$ cat src/rtl/mem_access_ctrl_pkg.sv
// Shared definitions for the data-memory access controller: size
// encodings, controller state encoding and the byte-lane width.
package mem_access_pkg;

    localparam int LANE_W = 8;

    localparam logic [1:0] SZ_BYTE = 2'b00;
    localparam logic [1:0] SZ_HALF = 2'b01;
    localparam logic [1:0] SZ_WORD = 2'b10;
    localparam logic [1:0] SZ_ILL  = 2'b11;

    typedef enum logic [1:0] {
        IDLE  = 2'd0,
        READ  = 2'd1,
        CAPT  = 2'd2,
        WRITE = 2'd3
    } state_t;

endpackage

$ cat src/rtl/mem_access_ctrl_lane_align.sv
// Little-endian lane extraction/extension for loads and lane merge
// for sub-word stores.
// Ports: word (memory word), offset (byte offset, already aligned),
//   size, uns (zero-extend), store_data (right-justified),
//   load_val (extended load), merged (word with store lane inserted).
module mem_lane_align
    import mem_access_pkg::*;
(
    input  logic [31:0] word,
    input  logic [1:0]  offset,
    input  logic [1:0]  size,
    input  logic        uns,
    input  logic [31:0] store_data,
    output logic [31:0] load_val,
    output logic [31:0] merged
);

    logic [LANE_W-1:0]   byte_lane;
    logic [2*LANE_W-1:0] half_lane;

    always_comb begin
        byte_lane = word[{offset, 3'b000} +: LANE_W];
        half_lane = offset[1] ? word[31:16] : word[15:0];
        load_val  = word;
        merged    = store_data;
        unique case (size)
            SZ_BYTE: begin
                load_val = uns ? {24'd0, byte_lane}
                               : {{24{byte_lane[7]}}, byte_lane};
                merged = word;
                merged[{offset, 3'b000} +: LANE_W] = store_data[7:0];
            end
            SZ_HALF: begin
                load_val = uns ? {16'd0, half_lane}
                               : {{16{half_lane[15]}}, half_lane};
                merged = word;
                merged[{offset[1], 4'b0000} +: 2*LANE_W] = store_data[15:0];
            end
            default: begin
                load_val = word;
                merged   = store_data;
            end
        endcase
    end

endmodule

$ cat src/rtl/mem_access_ctrl.sv
// Byte/half/word load-store controller in front of word-only dmemory32.
// Sub-word stores are done as read-modify-write.
// Request side: req_valid/req_ready handshake, req_write, req_size,
//   req_unsigned, req_addr, req_wdata; resp_valid, resp_rdata,
//   misalign_err. Memory side: mem_write, mem_addr, mem_wdata,
//   mem_rdata (valid the cycle after mem_addr).
// Build option: MISALIGN_CHECK_EN rejects misaligned/illegal requests;
//   otherwise low address bits are ignored and size 11 acts as word.
module mem_access_ctrl
    import mem_access_pkg::*;
#(
    parameter int ADDR_WIDTH = 32
) (
    input  logic                  clock,
    input  logic                  reset,
    input  logic                  req_valid,
    output logic                  req_ready,
    input  logic                  req_write,
    input  logic [1:0]            req_size,
    input  logic                  req_unsigned,
    input  logic [ADDR_WIDTH-1:0] req_addr,
    input  logic [31:0]           req_wdata,
    output logic                  resp_valid,
    output logic [31:0]           resp_rdata,
    output logic                  misalign_err,
    output logic                  mem_write,
    output logic [ADDR_WIDTH-1:0] mem_addr,
    output logic [31:0]           mem_wdata,
    input  logic [31:0]           mem_rdata
);

    state_t      state;
    state_t      state_n;
    logic        q_write;
    logic [1:0]  q_size;
    logic        q_uns;
    logic [1:0]  q_off;
    logic [31:0] q_wdata;

    logic        xfer;
    logic        bad;
    logic [1:0]  eff_size;
    logic [1:0]  eff_off;
    logic        word_store;
    logic [31:0] load_val;
    logic [31:0] merged;

    assign req_ready = (state == IDLE);
    assign xfer      = req_valid && req_ready;

    // Illegal size behaves as a word; offsets are forced to lane alignment.
    always_comb begin
        eff_size = (req_size == SZ_ILL) ? SZ_WORD : req_size;
        eff_off  = 2'b00;
        unique case (eff_size)
            SZ_BYTE: eff_off = req_addr[1:0];
            SZ_HALF: eff_off = {req_addr[1], 1'b0};
            default: eff_off = 2'b00;
        endcase
    end

`ifdef MISALIGN_CHECK_EN
    assign bad = (req_size == SZ_ILL)
              || (req_size == SZ_HALF && req_addr[0])
              || (req_size == SZ_WORD && req_addr[1:0] != 2'b00);
`else
    assign bad = 1'b0;
`endif

    assign word_store = req_write && (eff_size == SZ_WORD);

    mem_lane_align u_align (
        .word       (mem_rdata),
        .offset     (q_off),
        .size       (q_size),
        .uns        (q_uns),
        .store_data (q_wdata),
        .load_val   (load_val),
        .merged     (merged)
    );

    always_ff @(posedge clock or posedge reset) begin
        if (reset) state <= IDLE;
        else       state <= state_n;
    end

    always_comb begin
        state_n = state;
        unique case (state)
            IDLE:  if (xfer && !bad) state_n = word_store ? WRITE : READ;
            READ:  state_n = CAPT;
            CAPT:  state_n = q_write ? WRITE : IDLE;
            WRITE: state_n = IDLE;
            default: state_n = IDLE;
        endcase
    end

    always_ff @(posedge clock or posedge reset) begin
        if (reset) begin
            resp_valid   <= 1'b0;
            resp_rdata   <= 32'd0;
            misalign_err <= 1'b0;
            mem_write    <= 1'b0;
            mem_addr     <= '0;
            mem_wdata    <= 32'd0;
            q_write      <= 1'b0;
            q_size       <= SZ_BYTE;
            q_uns        <= 1'b0;
            q_off        <= 2'b00;
            q_wdata      <= 32'd0;
        end else begin
            resp_valid   <= 1'b0;
            misalign_err <= 1'b0;
            mem_write    <= 1'b0;
            unique case (state)
                IDLE: begin
                    if (xfer && bad) begin
                        misalign_err <= 1'b1;
                    end else if (xfer) begin
                        q_write  <= req_write;
                        q_size   <= eff_size;
                        q_uns    <= req_unsigned;
                        q_off    <= eff_off;
                        q_wdata  <= req_wdata;
                        mem_addr <= {req_addr[ADDR_WIDTH-1:2], 2'b00};
                        if (word_store) begin
                            mem_write <= 1'b1;
                            mem_wdata <= req_wdata;
                        end
                    end
                end
                CAPT: begin
                    if (q_write) begin
                        mem_wdata <= merged;
                        mem_write <= 1'b1;
                    end else begin
                        resp_rdata <= load_val;
                        resp_valid <= 1'b1;
                    end
                end
                WRITE: resp_valid <= 1'b1;
                default: ;
            endcase
        end
    end

endmodule

$ cat config.mk
export PLATFORM = sky130hd
export DESIGN_NAME = mem_access_ctrl
export DESIGN_NICKNAME = d
export VERILOG_FILES = /design/src/rtl/mem_access_ctrl_pkg.sv /design/src/rtl/mem_access_ctrl_lane_align.sv /design/src/rtl/mem_access_ctrl.sv
export SDC_FILE = /design/constraint.sdc
export NUM_CORES = 1
export LEC_CHECK = 0
export CORE_MARGIN = 4
export CORE_UTILIZATION = 51
export DETAILED_ROUTE_END_ITERATION = 8
export PLACE_DENSITY = 0.83
export RECOVER_POWER = 50
export SKIP_CTS_REPAIR_TIMING = 1
export SYNTH_ARGS = -nofsm -noshare
export SYNTH_HDL_FRONTEND = slang
export SYNTH_SLANG_ARGS = --single-unit
$ cat constraint.sdc
create_clock -name clock -period 10.35 [get_ports clock]
set_input_delay 1.035 -clock clock [delete_from_list [all_inputs] [get_ports clock]]
set_output_delay 1.035 -clock clock [all_outputs]
set_load 0.05 [all_outputs]
==> results.ini <==
[yosys]
synth.distinct_cells = 47
yosysWarnings = 0
ys_ff_latch = 136
yosys.area.top_type = dfrtp_1
synthTopCellsByArea = dfrtp_1 (50%), nand2_1 (16%), o31ai_1 (3.5%)
synth_most_common_cell = nand2_1
synth_ff_type = dfrtp_1
yosysTopAreaCellShare_pct = 50.2
synth_edf_count = 0
seq_area_frac_synth_pct = 50.2
syn-cell-area_um2 = 6790
syn_avg_cell_area_um2 = 8.61
synth_common_cells = nand2_1 (282), dfrtp_1 (136), nor2_1 (55)
synthCells = 788
async_flop_share_pct = 100

[cts]
numCtsBuffers = 17
clkSlewWorstSetupHoldPaths_ns = 0.05
clock-sinks = 136
cts_root_buffer = clkbuf_16
cts_buffer_depth = 2
htree_levels = 4
clk_latency_ns = 0.43
cts_tree = built

[global_routing]
grt_usage_pct = 28.2
grt.met1_usage_pct = 35.1
grt_pass1_wl_um = 33200
grt_max_degree = 76
first_global_vias = 6446
grt-busiest-layer = met2
use_met3_pct = 8.69
use_met2_pct = 45.8
overflow = 0
antenna_found_initial = 0

[run_status]
violations = max-capacitance violations, max-slew violations
status = finished with violations

[timing]
min_period_ns = 4.23
tns_ns = 0
post-route-period-util_pct = 40.8
rsz0062_at_grt = false
setup_violations = 0
fin_hold_ws_ns = 0.463
relSlewSlack_pct = -77.7
worst_pin_slew_ns = 2.65
skew_ns = 0.00736
finalHoldViolations = 0
drv_slew = 145
timing.fmax_ghz = 0.237

[routing]
viasPerCell = 5.81
vias = 6629
first_pass_iters = 6
ant_nets = 0
wire_per_inst_um = 18.3
totalWireLength_um = 20900
drtIter0Drc = 704
drc = 0

[floorplan]
fp.dieW_um = 123
start_util_pct = 52.9
top_level_ports = 203
die_height_um = 123
num_rows = 41
core_um2 = 12800
die-area_um2 = 15200

[critical_path]
required_ns = 10.70
worst_setup_path_end_kind = flip-flop
path_common_cell = nand2_1
cpMaxStageDelayCell = clkbuf_1
critPathKind = primary input to flip-flop
worstPathArrival_ns = 4.58
crit_fanout = 47
crit_chain = dlygate4sd3_1, and2_0, clkbuf_1, nand2_1, nand2_1
crit_family = buffers and inverters
slowest_delay_ns = 1.62
startpoint_type = primary input
critPathBufInv = 2

[final_layout]
multi_input_area_um2 = 3080
stdcell_count = 1141
nets = 1064
drive_gt1_share_pct = 6.91
seq_area_um2 = 3400
final.fill_count = 994
antenna_cells = 0
areaGrowthSynthToFinish_pct = 37.7

[placed_design]
io_buffers = 199
dp_hpwl_um = 14500
gp_congestion = 0.896
dp_cells = 1109

[power]
p_per_area_nw_per_um2 = 377
p_total_mw = 3.52
vdd_ir_drop_max_mv = 0.244
p_leak_nw = 4.32

[worst_hold_path]
hold_class = flip-flop to flip-flop

[job]
max-cap-violations = 3

-- per-stage QoR --
step | setup WS (ns) | util (%) | area, µm²
5_1_grt | 5.81 | 72.8 | 9340
3_5_place_dp | 7.15 | 68.5 | 8780
3_3_place_gp | 7.28 | 68.5 | 8780
6_report | 6.12 | 72.8 | 9340
2_1_floorplan | 5.68 | - | 6790
4_1_cts | 7.32 | 72.9 | 9360
-- flip-flops by register name, summed over array words and instances (netlist names) --
name        cells
resp_valid      1
q_uns           1
q_wdata        32
resp_rdata     32
state           2
mem_addr       30
q_write         1
mem_wdata      32
q_off           2
q_size          2
mem_write       1
-- where the power goes --
group | switching, mW | leakage [nW] | internal (mW)
combinational | 1.34 | 2.34 | 0.616
clock | 0.220 | 0.293 | 0.370
sequential | 0.189 | 1.68 | 0.787
-- final cells by class --
type	count	share of cell area, %
clock inverters	10	1.07
well taps	172	2.30
clock buffers	22	5.08
inverters	9	0.375
flip-flops and latches	136	36.4
repair buffers	206	21.8
multi-input cells	586	32.9
-- metal layers --
metal	vias to the layer above	part of all wire [%]
li1	3025	-
met1	3135	39
met2	389	47
met3	80	10
met4	0	3.9
met5	-	0
-- cells in the final DEF (no fill, tap or decap), types with 10 or more instances in the layout --
cell	count
dlygate4sd3_1	38
nor2_1	55
mux2i_1	11
dfrtp_1	136
o31ai_1	32
a221oi_1	23
nand3_2	10
a21oi_1	16
nand3_1	26
nand2_1	280
o21ai_0	38
clkdlybuf4s50_1	161
a211oi_1	11
clkbuf_16	17
-- worst register-to-register path, cell delays in order, from the launching register on --
cell and delay (ns):
dfrtp_1 0.43, nor2_1 0.27, and2_0 0.96, clkbuf_1 1.62, nand2_1 0.23, nand2_1 0.14
-- final timing paths --
| kind | start | end | slack [ns] | depth (start not counted) |
|---|---|---|---|---|
| worst max-delay path | req_valid | q_wdata[18] | 6.12 | 5 |
| worst min-delay path | mem_addr[17] | mem_addr[17] | 0.46 | 2 |
| worst max register to register | state[0] | q_wdata[18] | 6.62 | 5 |
| worst min register to register | mem_addr[17] | mem_addr[17] | 0.46 | 2 |
| max in group asynchronous | reset | resp_rdata[20] | 6.67 | 3 |
| min in group asynchronous | reset | mem_addr[27] | 1.80 | 2 |
-- logic make-up after synthesis --
family	Yosys count	share of synthesized area (%)
AO/OA/AOI/OAI	155	15.7
adder cells (fa/ha/maj)	5	0.922
buffers and inverters	68	4.70
flip-flops	136	50.2
multiplexers	18	2.78
other	1	0.0553
AND/OR/NAND/NOR	405	25.6
(Power assumes the default switching activity.)
